### src/rtl/hex_entry_sequencer.sv
// Six-digit hex entry and scroll controller for the board HEX displays and LEDs.
// Two push keys are synchronized and debounced. Enter pushes switch[3:0] into a
// six-slot shift buffer, or clears the buffer when switch[7] is set. Mode toggles
// between static entry and a timed rotating scroll. Segments and LEDs are registered.
//
// Key handshake: press pulses are single-cycle strobes with no back-pressure.
// A pulse is consumed in the cycle it is high. Nothing is held or queued.
module hex_entry_sequencer #(
   parameter int DEBOUNCE_CYCLES = 500000,
   parameter int TICK_CYCLES     = 25000000
) (
   input  logic       clk,
   input  logic       rst_n,
   input  logic [1:0] key,
   input  logic [7:0] switch,
   output logic [7:0] hex0,
   output logic [7:0] hex1,
   output logic [7:0] hex2,
   output logic [7:0] hex3,
   output logic [7:0] hex4,
   output logic [7:0] hex5,
   output logic [9:0] leds,
   output logic       dbg_state_o
);

   localparam int DW = $clog2(DEBOUNCE_CYCLES + 1);
   localparam int TW = $clog2(TICK_CYCLES + 1);
   localparam logic [DW-1:0] DB_MAX   = DW'(DEBOUNCE_CYCLES - 1);
   localparam logic [TW-1:0] TICK_MAX = TW'(TICK_CYCLES - 1);

   typedef enum logic {
      ST_ENTRY  = 1'b0,
      ST_SCROLL = 1'b1
   } state_t;

   // ---------------------------------------------------------------
   // Key conditioning
   // ---------------------------------------------------------------
   logic [1:0]    sync1_q;
   logic [1:0]    sync2_q;
   logic [1:0]    stable_q;
   logic [1:0]    armed_q;
   logic [1:0]    press_q;
   logic [DW-1:0] db_cnt_q [2];

   // Synchronize and debounce both keys, emitting a pulse on an accepted press.
   // The synchronizer resets to "pressed" so that only a real sampled release
   // can arm a key. A key held through reset therefore yields no pulse until it
   // has been released and pressed again.
   always_ff @(posedge clk or negedge rst_n) begin
      if (!rst_n) begin
         sync1_q     <= 2'b00;
         sync2_q     <= 2'b00;
         stable_q    <= 2'b11;
         armed_q     <= 2'b00;
         press_q     <= 2'b00;
         db_cnt_q[0] <= '0;
         db_cnt_q[1] <= '0;
      end else begin
         sync1_q <= key;
         sync2_q <= sync1_q;
         armed_q <= armed_q | sync2_q;
         for (int i = 0; i < 2; i++) begin
            press_q[i] <= 1'b0;
            if (sync2_q[i] == stable_q[i]) begin
               db_cnt_q[i] <= '0;
            end else if (db_cnt_q[i] == DB_MAX) begin
               db_cnt_q[i] <= '0;
               stable_q[i] <= sync2_q[i];
               press_q[i]  <= ~sync2_q[i] & armed_q[i];
            end else begin
               db_cnt_q[i] <= db_cnt_q[i] + 1'b1;
            end
         end
      end
   end

   logic enter_p;
   logic mode_p;
   logic clear_p;
   assign enter_p = press_q[0];
   assign mode_p  = press_q[1];
   assign clear_p = enter_p & switch[7];

   // ---------------------------------------------------------------
   // Control FSM and digit buffer
   // ---------------------------------------------------------------
   state_t        state_q;
   logic [5:0]    valid_q;
   logic [3:0]    nib_q [6];
   logic [2:0]    count_q;
   logic [TW-1:0] tick_q;

   // Clear beats mode, mode beats push. Scroll rotation includes invalid slots.
   always_ff @(posedge clk or negedge rst_n) begin
      if (!rst_n) begin
         state_q <= ST_ENTRY;
         valid_q <= 6'b0;
         count_q <= 3'd0;
         tick_q  <= '0;
         for (int i = 0; i < 6; i++) begin
            nib_q[i] <= 4'h0;
         end
      end else if (clear_p) begin
         state_q <= ST_ENTRY;
         valid_q <= 6'b0;
         count_q <= 3'd0;
         tick_q  <= '0;
      end else if (mode_p) begin
         state_q <= (state_q == ST_ENTRY) ? ST_SCROLL : ST_ENTRY;
         tick_q  <= '0;
      end else if (state_q == ST_ENTRY) begin
         tick_q <= '0;
         if (enter_p) begin
            for (int i = 5; i > 0; i--) begin
               valid_q[i] <= valid_q[i-1];
               nib_q[i]   <= nib_q[i-1];
            end
            valid_q[0] <= 1'b1;
            nib_q[0]   <= switch[3:0];
            count_q    <= (count_q == 3'd6) ? 3'd6 : count_q + 3'd1;
         end
      end else begin
         if (tick_q == TICK_MAX) begin
            tick_q <= '0;
            for (int i = 5; i > 0; i--) begin
               valid_q[i] <= valid_q[i-1];
               nib_q[i]   <= nib_q[i-1];
            end
            valid_q[0] <= valid_q[5];
            nib_q[0]   <= nib_q[5];
         end else begin
            tick_q <= tick_q + 1'b1;
         end
      end
   end

   // ---------------------------------------------------------------
   // Output decode
   // ---------------------------------------------------------------
   function automatic logic [6:0] glyph(input logic [3:0] n);
      logic [6:0] g;
      case (n)
         4'h0: g = 7'h40;
         4'h1: g = 7'h79;
         4'h2: g = 7'h24;
         4'h3: g = 7'h30;
         4'h4: g = 7'h19;
         4'h5: g = 7'h12;
         4'h6: g = 7'h02;
         4'h7: g = 7'h78;
         4'h8: g = 7'h00;
         4'h9: g = 7'h10;
         4'hA: g = 7'h08;
         4'hB: g = 7'h03;
         4'hC: g = 7'h46;
         4'hD: g = 7'h21;
         4'hE: g = 7'h06;
         default: g = 7'h0E;
      endcase
      return g;
   endfunction

   logic [7:0] hex_q [6];
   logic [9:0] leds_q;
   logic       scroll;
   assign scroll = (state_q == ST_SCROLL);

   // Register segment patterns and LEDs one cycle behind the buffer.
   // The hex0 decimal point marks scroll mode.
   always_ff @(posedge clk or negedge rst_n) begin
      if (!rst_n) begin
         for (int i = 0; i < 6; i++) begin
            hex_q[i] <= 8'hFF;
         end
         leds_q <= 10'h000;
      end else begin
         for (int i = 0; i < 6; i++) begin
            hex_q[i][6:0] <= valid_q[i] ? glyph(nib_q[i]) : 7'h7F;
            hex_q[i][7]   <= (i == 0) ? ~scroll : 1'b1;
         end
         leds_q <= {(count_q == 3'd6), scroll, 5'b00000, count_q};
      end
   end

   assign hex0        = hex_q[0];
   assign hex1        = hex_q[1];
   assign hex2        = hex_q[2];
   assign hex3        = hex_q[3];
   assign hex4        = hex_q[4];
   assign hex5        = hex_q[5];
   assign leds        = leds_q;
   assign dbg_state_o = state_q;

endmodule
### config.mk
export PLATFORM = sky130hd
export DESIGN_NAME = hex_entry_sequencer
export DESIGN_NICKNAME = d
export VERILOG_FILES = /design/src/rtl/hex_entry_sequencer.sv
export SDC_FILE = /design/constraint.sdc
export NUM_CORES = 1
export LEC_CHECK = 0
export ABC_AREA = 1
export BUFFER_PORTS_ARGS = -buffer_cell sky130_fd_sc_hd__buf_2
export CORE_MARGIN = 1
export CORE_UTILIZATION = 56
export CTS_BUF_LIST = sky130_fd_sc_hd__clkbuf_4 sky130_fd_sc_hd__clkbuf_8
export DETAILED_ROUTE_END_ITERATION = 12
export PLACE_DENSITY_LB_ADDON = 0.25
export SLEW_MARGIN = 20
export SYNTH_ARGS = -nofsm -noshare
export SYNTH_HDL_FRONTEND = slang
export SYNTH_SLANG_ARGS = --single-unit
export TNS_END_PERCENT = 5
### constraint.sdc
create_clock -name clk -period 1.7 [get_ports clk]
set_clock_uncertainty 0.1 [all_clocks]
set_input_delay 0.425 -clock clk [delete_from_list [all_inputs] [get_ports clk]]
set_output_delay 0.425 -clock clk [all_outputs]
set_load 0.02 [all_outputs]
==> out/results.md <==
| Result | This run |
| --- | --- |
| Result of the run | completed |
| RePlAce Congestion | 0.885 |
| Die Area | 15000 µm² |
| Final hold slack | 0.253 ns |
| Cell type contributing the most total cell area after synthesis | dfrtp_1 |
| Sequential standard cell area | 3940 µm² |
| Final cell count without fillers | 1298 |
| Internal | 5.31 mW |
| CP startpoint kind | register |
| Drt total wl | 17.2 mm |
| Most instantiated cells after synthesis | 238 x nand2_1, 156 x nor2_1, 110 x dfrtp_1 |
| Total chip power | 6.82 mW |
| Final hold violation count | 0 |
| Timing startpoint of the critical path | hex3[5]$_DFF_PN1_ |
| Met2 routing resource usage after global routing | 0.396 |
| Fraction of met3 tracks used by global routing | 0.0581 |
| Highest-delay cell along the critical path | dfstp_2 |
| Latest clock arrival within the worst-skew pair | 0.46 ns |
| Remaining global-route overflow | 0 |
| Total I/O pin count | 71 |
| GRT Total Usage | 0.239 |
| Count of standard-cell rows | 43 |
| Combinational Power Share | 0.027 |
| Stages on worst setup path | 1 |
| RSZ-0062 raised after global routing | yes |
| Total placed cells including tap cells | 1255 |
| Crit-path cells | buf_6 |
| Count of synthesis-stage warnings from yosys | 0 |
| TritonCTS clock tree | yes |
| Worst path top cell family by delay | flip-flops |
| Final standard cell utilization of the core | 0.684 |
| Delay of the slowest cell on the worst path | 0.56 ns |
| Pin count of the biggest net entering global routing | 45 |
| Fmax | 602 MHz |
| Tmin final | 1.66 ns |
| Diode count | 0 |
| Count leader, synth | nand2_1 |
| Area of the placeable core | 14000 µm² |
| Number of I/O port buffers | 57 |
| Final setup violation count | 0 |
| Clock buffer count from CTS | 17 |
| Register-to-Register Path Depth | 10 |
| Portion of the post-synthesis area used by sequential elements | 0.483 |
| Final worst slack | 0.0402 ns |
| Type of the most critical hold path | reg -> reg |
| Total count of max-transition violations in the final report | 0 |
| Worst path buffer plus inverter count | 1 |
| Via-per-instance ratio | 5.20 |
| Tcrit/Tclk final | 0.976 |
| Total negative slack for setup checks | 0 ns |
| Top post-synthesis cells by area | dfrtp_1 34%, dfstp_2 15%, nand2_1 11% |
| Number of global-route vias before repair | 6210 |
| Capturing point of the worst reg2reg path | nib_q[16]$_DFFE_PN0P_ |
| Level count of the clock H-tree | 4 |
| Areal power density over the cells | 710 nW/µm² |
| Final HPWL from detailed placement | 11.8 mm |
| Peak ir drop on the vdd network | 0.000696 V |
| Pre-Repair DR Iteration Count | 7 |
| Setup crit end | hex3[5] |
| Fraction of met1 tracks used by global routing | 0.312 |
| Wire length of the first global-routing pass | 28.1 mm |
| Largest buffer count on any clock path | 2 |
| Average cell area after synthesis | 8.16 µm² |
| Worst setup slack for register-to-register paths | 0.04 ns |
| GRT Max-Usage Layer | met2 |
| Die W | 123 µm |
| Root Driver | clkbuf_8 |
| Setup WS pre-CTS | -0.0464 ns |
| Number of antenna-violating nets in the routed design | 0 |
| Flip-flop and latch count after synthesis | 155 |
| Top_reg_cell synth | dfrtp_1 |
| Effective utilization at floorplan | 0.580 |
| Detail-routed net length per standard cell | 13.3 µm |
| Fin nets | 1158 |
| Syn Std Cell Area | 8150 µm² |
| Kind of capture point of the worst setup path | output port |
| Fraction of post-synthesis cell area in the top cell type by area | 0.338 |
| Psw | 1.51 mW |
| Post-synthesis instance total | 999 |
| Post-synthesis async set-or-reset flop share | 1.00 |
| Max-cap violations | 0 |
| Cell area after layout | 9610 µm² |
| Number of antenna violations at the first check in global routing | 0 |
| Worst Path Class, Setup | reg -> out |
| Critical R2R Launch | tick_q[0]$_DFF_PN0_ |
| CP max FO | 1 |
| Total placed instance area | 8900 µm² |
| Area added between synthesis and finish | 18.0% |
| Clk pwr share | 0.428 |
| CP Data Required Time | 1.17 ns |
| Seq pwr share | 0.545 |
| Overall via count from detail_route | 6750 |
| Filler instances | 1140 |
| EDFF count, synth | 0 |
| Clk pin slew, worst setup/hold paths | 0.08 ns |
| DRC Markers | 0 |
| Switching part of the total power | 0.221 |
| Share of post-route cells with drive strength above 1 | 0.194 |
| Netlist cell types | 35 |
| Multi-input combinational cell area | 3710 µm² |
| CTS Sinks | 155 |
| Hold Path Stages | 0 |
| Arrival time worst endpoint | 1.13 ns |
| Total leakage power | 4.29 nW |
| DRC violation total after the first TritonRoute iteration | 494 |
| Vertical die dimension | 123 µm |
-- timing repair --
item	4_1_cts	5_1_grt
pin swaps	0	3
resized for setup	9	54
hold buffers	3	0
setup buffers	0	6
cloned	0	2
hold endpoints to repair	33	0
setup endpoints to repair	31	113
-- power by group through the flow --
stage / Clock [mW] / Combinational (mW) / Sequential, mW
after detailed placement: 0 / 0.183 / 3.78
after floorplan: 0 / 0.0731 / 3.78
final: 2.92 / 0.185 / 3.72
after CTS: 2.96 / 0.190 / 3.72
after global routing: 3.12 / 0.214 / 3.72
after global placement: 0 / 0.182 / 3.78
-- cell type report --
class,count,area share
clock buffers,21,0.0288
clock inverters,11,0.0150
inverters,103,0.0402
multi-input cells,713,0.386
flip-flops and latches,155,0.409
well taps,180,0.0234
repair buffers,115,0.0970
-- per-layer routing --
metal | vias to the layer above | share of wire
li1 | 3390 | -
met1 | 3165 | 0.44
met2 | 180 | 0.50
met3 | 15 | 0.049
met4 | 0 | 0.0088
met5 | - | 0
-- placed cells by master, fill, tap and decap left out, types with 5 or more instances in the layout --
cell and n:
nor2_4 5, dfrtp_1 110, a21oi_1 20, buf_2 19, xnor2_1 12, buf_4 78, inv_1 100, nand2_1 235
nand3_1 93, nor2_2 5, conb_1 10, buf_6 9, ha_1 40, dfstp_2 45, a31oi_1 11, o21ai_0 42
nor2_1 149, o211ai_1 6, buf_12 6, clkbuf_8 19, nand4_1 11, nor3_1 24, xor2_1 16, o311ai_0 6
-- flip-flops by register name, summed over array words and instances (netlist names), 3 cells and up --
signal / count
nib_q: 24
tick_q: 25
hex5: 7
hex3: 7
hex2: 7
valid_q: 6
hex0: 8
db_cnt_q: 38
hex4: 7
leds: 5
count_q: 3
hex1: 7
-- cells by family after synthesis --
logic type               count (synthesis)  share of synthesized area
AO/OA/AOI/OAI                           92                     0.0654
other                                    2                   0.000922
XOR/XNOR                                28                     0.0301
buffers and inverters                  141                     0.0752
adder cells (fa/ha/maj)                 41                     0.0630
flip-flops                             155                      0.483
AND/OR/NAND/NOR                        540                      0.282
-- how the worst min path moves through the flow --
stage | start | end | slack (ns)
floorplan | rst_n | armed_q[0]$_DFF_PN0_ | 0.03
global placement | sync1_q[0]$_DFF_PN0_ | sync2_q[0]$_DFF_PN0_ | 0.23
detailed placement | rst_n | tick_q[13]$_DFF_PN0_ | 0.24
CTS | switch[7] | count_q[2]$_DFFE_PN0P_ | 0.23
global route | switch[3] | nib_q[23]$_DFFE_PN0P_ | 0.26
finish | sync1_q[0]$_DFF_PN0_ | sync2_q[0]$_DFF_PN0_ | 0.25
Note: power is estimated with default switching activity, not from simulation.
